### src/rtl/reduce_unit_arbiter.sv
// rtl/reduce_unit_arbiter.sv - round-robin scheduler sharing one combinational reduce unit among NUM_REQ requesters
// Define REDUCE_ARB_FIXED_PRIO_EN to replace round-robin with lowest-index-wins priority.
module reduce_unit_arbiter #(
    parameter int NUM_REQ = 4,
    parameter int DATA_W  = 8,
    localparam int ID_W   = $clog2(NUM_REQ)
) (
    input  logic                      clk,
    input  logic                      rst,
    input  logic [NUM_REQ-1:0]        req_valid,
    output logic [NUM_REQ-1:0]        req_ready,
    input  logic [NUM_REQ*DATA_W-1:0] req_p,
    input  logic [NUM_REQ*DATA_W-1:0] req_q,
    output logic [DATA_W-1:0]         unit_p,
    output logic [DATA_W-1:0]         unit_q,
    input  logic [DATA_W-1:0]         unit_expr,
    input  logic                      unit_and,
    input  logic                      unit_or,
    output logic                      rsp_valid,
    input  logic                      rsp_ready,
    output logic [ID_W-1:0]           rsp_id,
    output logic [DATA_W-1:0]         rsp_expr,
    output logic                      rsp_and,
    output logic                      rsp_or,
    output logic                      busy
);

    typedef enum logic [1:0] {IDLE, EVAL, RESP} state_t;

    state_t              state_q;
    logic [ID_W-1:0]     gnt_id_q;
    logic [DATA_W-1:0]   unit_p_q;
    logic [DATA_W-1:0]   unit_q_q;
    logic                rsp_valid_q;
    logic [ID_W-1:0]     rsp_id_q;
    logic [DATA_W-1:0]   rsp_expr_q;
    logic                rsp_and_q;
    logic                rsp_or_q;
    logic                busy_q;

    logic [ID_W-1:0]     winner;
    logic                found;
    logic                accept;

`ifdef REDUCE_ARB_FIXED_PRIO_EN
    always_comb begin
        found  = 1'b0;
        winner = '0;
        // Descending scan so the lowest valid index is the last one written.
        for (int i = NUM_REQ - 1; i >= 0; i--) begin
            if (req_valid[ID_W'(i)]) begin
                found  = 1'b1;
                winner = ID_W'(i);
            end
        end
    end
`else
    logic [ID_W-1:0]     ptr_q;
    logic [ID_W-1:0]     cand;

    always_comb begin
        found  = 1'b0;
        winner = '0;
        cand   = '0;
        // Search starts one past the last grant so the last winner has lowest priority.
        for (int k = 1; k <= NUM_REQ; k++) begin
            cand = ID_W'((int'(ptr_q) + k) % NUM_REQ);
            if (!found && req_valid[cand]) begin
                found  = 1'b1;
                winner = cand;
            end
        end
    end
`endif

    assign accept = found && !rst &&
                    ((state_q == IDLE) || ((state_q == RESP) && rsp_ready));

    always_comb begin
        req_ready = '0;
        if (accept) begin
            req_ready[winner] = 1'b1;
        end
    end

    always_ff @(posedge clk) begin
        if (rst) begin
            state_q     <= IDLE;
            gnt_id_q    <= '0;
            unit_p_q    <= '0;
            unit_q_q    <= '0;
            rsp_valid_q <= 1'b0;
            rsp_id_q    <= '0;
            rsp_expr_q  <= '0;
            rsp_and_q   <= 1'b0;
            rsp_or_q    <= 1'b0;
            busy_q      <= 1'b0;
`ifndef REDUCE_ARB_FIXED_PRIO_EN
            ptr_q       <= ID_W'(NUM_REQ - 1);
`endif
        end else begin
            if (accept) begin
                unit_p_q <= req_p[int'(winner)*DATA_W +: DATA_W];
                unit_q_q <= req_q[int'(winner)*DATA_W +: DATA_W];
                gnt_id_q <= winner;
`ifndef REDUCE_ARB_FIXED_PRIO_EN
                ptr_q    <= winner;
`endif
            end
            case (state_q)
                IDLE: begin
                    if (accept) begin
                        state_q <= EVAL;
                        busy_q  <= 1'b1;
                    end
                end
                EVAL: begin
                    rsp_expr_q  <= unit_expr;
                    rsp_and_q   <= unit_and;
                    rsp_or_q    <= unit_or;
                    rsp_id_q    <= gnt_id_q;
                    rsp_valid_q <= 1'b1;
                    state_q     <= RESP;
                end
                RESP: begin
                    if (rsp_ready) begin
                        rsp_valid_q <= 1'b0;
                        if (accept) begin
                            state_q <= EVAL;
                        end else begin
                            state_q <= IDLE;
                            busy_q  <= 1'b0;
                        end
                    end
                end
                default: begin
                    state_q <= IDLE;
                    busy_q  <= 1'b0;
                end
            endcase
        end
    end

    assign unit_p    = unit_p_q;
    assign unit_q    = unit_q_q;
    assign rsp_valid = rsp_valid_q;
    assign rsp_id    = rsp_id_q;
    assign rsp_expr  = rsp_expr_q;
    assign rsp_and   = rsp_and_q;
    assign rsp_or    = rsp_or_q;
    assign busy      = busy_q;

endmodule
### config.mk
export PLATFORM = sky130hd
export DESIGN_NAME = reduce_unit_arbiter
export DESIGN_NICKNAME = d
export VERILOG_FILES = /design/src/rtl/reduce_unit_arbiter.sv
export SDC_FILE = /design/constraint.sdc
export NUM_CORES = 1
export LEC_CHECK = 0
export ABC_AREA = 1
export BUFFER_PORTS_ARGS = -buffer_cell sky130_fd_sc_hd__buf_2
export CELL_PAD_IN_SITES_DETAIL_PLACEMENT = 0
export CELL_PAD_IN_SITES_GLOBAL_PLACEMENT = 1
export CORE_ASPECT_RATIO = 1.1
export CORE_MARGIN = 2
export CORE_UTILIZATION = 34
export CTS_BUF_LIST = sky130_fd_sc_hd__clkbuf_2 sky130_fd_sc_hd__clkbuf_4 sky130_fd_sc_hd__clkbuf_8
export DETAILED_ROUTE_END_ITERATION = 10
export GPL_TIMING_DRIVEN = 0
export PLACE_DENSITY = 0.95
export SLEW_MARGIN = 0
export SYNTH_ARGS = -nofsm -noshare
export SYNTH_HDL_FRONTEND = slang
export SYNTH_SLANG_ARGS = --single-unit
### constraint.sdc
create_clock -name clk -period 3.4 [get_ports clk]
set_input_delay 0.51 -clock clk [delete_from_list [all_inputs] [get_ports clk]]
set_output_delay 0.51 -clock clk [all_outputs]
set_load 0.01 [all_outputs]
-- Yosys cells after proc, flatten, opt, wreduce, memory -nomap -nowiden
Index checks and enable logic that the tools add are counted.
- flip-flop bits (word level): 36
- input bits: 81
- output and inout bits: 34
- word-level logic and storage cells: 75
- add/sub/neg operators: 4
- $lt $le $gt $ge: 6
- equal/unequal tests: 5
- shift-type cells: 2
- muxes and demuxes: 29
- bitwise gates (word level): 1
- reductions and logical operators: 17
- operators by type and width (kind ; count):
    indexed part select 32 x 6 -> 8 bit ; 2
    < comparator 2 x 3 -> 1 bit, second input constant ; 5
    two-way mux 1 bit ; 14
    two-way mux 2 bit ; 6
    binary-select mux 1 bit (select 2 bit) ; 4
    logical AND 1 bit ; 7
    inequality test 2 bit, second input constant ; 3
    case mux 2 bit (3 select lines) ; 1
    adder 2 x 1 -> 2 bit, second input constant ; 2
    adder 2 bit, second input constant ; 2
    zero test 1 bit ; 4
    two-way mux 4 bit ; 1
    AND reduction 2 bit ; 2
    AND reduction 4 bit ; 1
    case mux 1 bit (3 select lines) ; 1
    demux 1 bit (select 2 bit) ; 1
    == test 2 x 1 -> 1 bit, second input constant ; 1
    == test 2 bit, second input constant ; 1
    greater-or-equal comparator 2 x 1 -> 1 bit, second input constant ; 1
    zero test 2 bit ; 1
    case mux 1 bit (2 select lines) ; 1
    nonzero test 2 bit ; 1
    logical OR 1 bit ; 1
    inverter 1 bit ; 1

-- Logic depth before layout (Yosys ltp)
- depth after elaboration: 18
- mapped depth: 16
- gate-level depth less buffers: 15

-- Least setup slack after synthesis
No wires, ideal clock.
- path type: in2out
- from: in req_valid[0]
- to: out req_ready[1]
- data arrival time: 1717 ps
- required time: 2890 ps
- path slack: 1173 ps
- stages on the path: 12
- path buffers: 1
- path through: inv_1 nand2_1 nand3_1 nand2_2 nor2_4 nand3_2 nand2_1 nand2_2 nand2_4 buf_6 inv_1 nor3_1
- longest elaborated chain between the ends: 17
- elaborated cells on any way between the ends: 30
- classes of those cells: order compare (2); mux (19); reduce/logical (9)
- RTL lines (element ; line ; RTL):
    start: declaration ; 10 ; input logic [NUM_REQ-1:0] req_valid,
    binary-select mux 1 bit (select 2 bit) ; 68 ; if (!found && req_valid[cand]) begin
    two-way mux 1 bit (not written as such) ; 68 ;
    two-way mux 1 bit ; 68 ;
    zero test 1 bit ; 68 ;
    logical AND 1 bit ; 68 ;
    two-way mux 1 bit ; 68 ;
    zero test 1 bit ; 68 ;
    logical AND 1 bit ; 68 ;
    two-way mux 1 bit ; 68 ;
    zero test 1 bit ; 68 ;
    logical AND 1 bit ; 68 ;
    two-way mux 2 bit ; 68 ;
    < comparator 2 x 3 -> 1 bit (not written as such) or greater-or-equal comparator 2 x 1 -> 1 bit (tied branches) ; 82 ; req_ready[winner] = 1'b1;
    logical AND 1 bit (not written as such) ; 82 ;
    two-way mux 1 bit (not written as such) ; 82 ;
    demux 1 bit (select 2 bit) ; 82 ;
    two-way mux 4 bit * ; 81 ; if (accept) begin
    end: declaration ; 11 ; output logic [NUM_REQ-1:0] req_ready,
Mark *: on every way between the ends. The rest lies on a longest branch, timed or not. The select of a mux whose other input is x is not followed.

-- Worst setup path in the final report
- from: reg ptr_q[1]
- to: out req_ready[0]
- longest elaborated chain between the ends: 18
- elaborated cells on any way between the ends: 34
- classes of those cells: add/sub (4); order compare (2); mux (19); reduce/logical (9)
- RTL lines (element ; line ; RTL):
    start: declaration ; 58 ; logic [ID_W-1:0] ptr_q;
    start signal: assignment ; 99 ; ptr_q <= ID_W'(NUM_REQ - 1);
    start signal: assignment ; 107 ; ptr_q <= winner;
    adder 2 x 1 -> 2 bit ; 67 ; cand = ID_W'((int'(ptr_q) + k) % NUM_REQ);
    binary-select mux 1 bit (select 2 bit) ; 68 ;
    two-way mux 1 bit (not written as such) ; 68 ;
    two-way mux 1 bit ; 68 ;
    zero test 1 bit ; 68 ;
    logical AND 1 bit ; 68 ;
    two-way mux 1 bit ; 68 ;
    zero test 1 bit ; 68 ;
    (+2 left out) ; n/a ;
    zero test 1 bit ; 68 ;
    logical AND 1 bit ; 68 ;
    two-way mux 2 bit ; 68 ;
    < comparator 2 x 3 -> 1 bit (not written as such) or greater-or-equal comparator 2 x 1 -> 1 bit (tied branches) ; 82 ;
    logical AND 1 bit (not written as such) ; 82 ;
    two-way mux 1 bit (not written as such) ; 82 ;
    demux 1 bit (select 2 bit) ; 82 ;
    two-way mux 4 bit * ; 81 ;
Marked as above.

==> flow_summary.ini <==
[run_status]
outcome = finished clean

[final_layout]
layout_commonest_cell = buf_2
fill_cells = 782
antennaDiodeCount = 0
area_growth_pct = 30.9
final_cell_mix = buf_2 (122), inv_1 (94), nand2_1 (87), nand3_1 (84), dfxtp_1 (36)
drive_gt1_share_pct = 29.0
nets = 615

[synth]
synthCells = 413
ys_types = 26
synth_warnings = 0
synth_seq_cells = 36
synth_area_leaders = dfxtp_1 (29%), nand3_1 (17%), inv_1 (14%)
avgSynthCellArea_um2 = 5.99
synth-seq-area-share_pct = 29.1
synth_fp_nets = 494
synth_top_cell_by_area = dfxtp_1
syn_area_um2 = 2470
netlist.area_leader.share_pct = 29.1

[pwr]
p_leak_nw = 2.02
powerDensity_nw_per_um2 = 967
peakVddDrop_mv = 0.499

[grt]
grt_antenna_before_repair = 0
use_met2_pct = 29.4
grt.met3_usage_pct = 3.62
use_met1_pct = 21.8
grtUsageTotal_pct = 17.3
grt_pass1_vias = 2495
grt.busiest_layer = met2
overflow = 0
grt_pass1_wl_mm = 11.2
grt_max_degree = 13

[cts]
clock-root-buffer = clkbuf_8
clockBufferDepth = 2
clk_pin_slew_worst_paths_ps = 80
ctsHtreeMaxLevel = 2
post_cts_buffers = 0
cts_num_sinks = 36
clock_latency_ps = 290
cts_buffers = 5
cts_resized = 0
cts_tree = yes
hold_buffers = 0

[floorplanning]
die-area_um2 = 7970
io_pins = 115
die_y_um = 93.5
start_util_pct = 35.1
core_area_um2 = 7050
fp.dieW_um = 85.3
rows = 32

[worst_setup_path]
worstSetupEndpointType = output pin
worstPathMaxFanout = 10
crit_required_ps = 2890
crit_type = reg2out
cp_data_arrival_time_ps = 2360
cp-start-kind = flop

[routing]
routed_wl_mm = 7.02
antenna_left = 0
drc = 0
viasPerCell = 4.58
drt_first_pass_iters = 5
vias = 2837
drt-initial-drc-count = 96
wl_per_cell_um = 11.3

[placement]
dpl.hpwl_mm = 5.54
place_congestion = 0.832
dp_slack_ps = 721
portBuffers = 114

[sta]
fin_ws_ps = 532
setup_violations = 0
fin_crit_ps = 2870
tns_ps = 0
fmax_mhz = 349
finalClockSkew_ps = 10.5
hold_violations = 0
rsz0062_at_grt = no
drv_slew = 0
worstMarginPinSlew_ps = 500
max_slew_margin_pct = 66.7
min_period_over_period_pct = 84.4

[min_path]
min_path_type = in2reg

[flow_run]
drv_cap = 0
==> area by class of cell <==
cell class              count  area (um2)  area share [%]
repair buffers            114         571            17.6
inverters                  99         377            11.6
clock inverters             3        18.8           0.580
flip-flops and latches     36         721            22.3
multi-input cells         258        1250            38.5
clock buffers               5        68.8            2.13
well taps                  85         106            3.28
plain buffers              20         130            4.02
==> worst paths after layout <==
path / startpoint / endpoint / slack (ps) / cells after the start
max: ptr_q[1] / req_ready[0] / 530 / 14
min: unit_expr[6] / rsp_expr[6] / 440 / 3
max reg2reg: ptr_q[1] / unit_p[6] / 1350 / 14
min reg2reg: gnt_id_q[1] / gnt_id_q[1] / 470 / 2
==> stage by stage <==
stage               hold slack (ps)  area, um2  util (%)  total power [W]  instances
floorplan                       439       2470         -          0.00224        413
global placement                453       3150      44.7          0.00282        612
detailed placement              457       3150      44.7          0.00285        612
CTS                             431       3240      46.0          0.00316        620
global route                    440       3240      46.0          0.00345        620
finish                          438       3240      46.0          0.00313        620
==> flip-flops by register name, indices dropped and copies added (netlist names) <==
name / cells
rsp_valid: 1
rsp_expr: 8
rsp_id: 2
busy: 1
rsp_or: 1
state_q: 2
gnt_id_q: 2
unit_q: 8
ptr_q: 2
rsp_and: 1
unit_p: 8
==> metal layers <==
layer,part of all wire [%],vias up
li1,-,1505
met1,45,1237
met2,47,88
met3,6.9,7
met4,1.1,0
met5,0,-
==> worst max-delay path, cell delays in order (launching register included) <==
cell	delay (ps)
dfxtp_1	440
inv_2	100
nand2_1	70
nand2_1	90
nand2_2	90
nand2_2	70
nor2_4	120
nand3_2	120
nand3_2	170
nand2_4	120
buf_6	170
nor2_2	160
inv_1	70
nor2_1	120
buf_2	160
==> report_power, final <==
part / leakage, nW / switching (W) / internal [W]
logic: 1.67 / 0.00135 / 0.000797
registers: 0.298 / 0.0000921 / 0.000588
clock network: 0.0479 / 0.000161 / 0.000143
total: 2.02 / 0.00160 / 0.00153
==> Yosys cell counts, drive strengths merged <==
cell type,number
dfxtp,36
a31oi,1
nor3,2
o21ai,20
nor2,32
buf,16
nand4,1
nand2,93
a21oi,4
clkbuf,4
nand3,88
o21a,16
inv,99
nand3b,1
==> cell families after synthesis <==
group	Yosys count	share of synthesized area (%)
compound gates	41	10.4
flops	36	29.1
buf+inv	119	20.5
simple gates	217	40.0
Power figures use the tool's default switching activity.
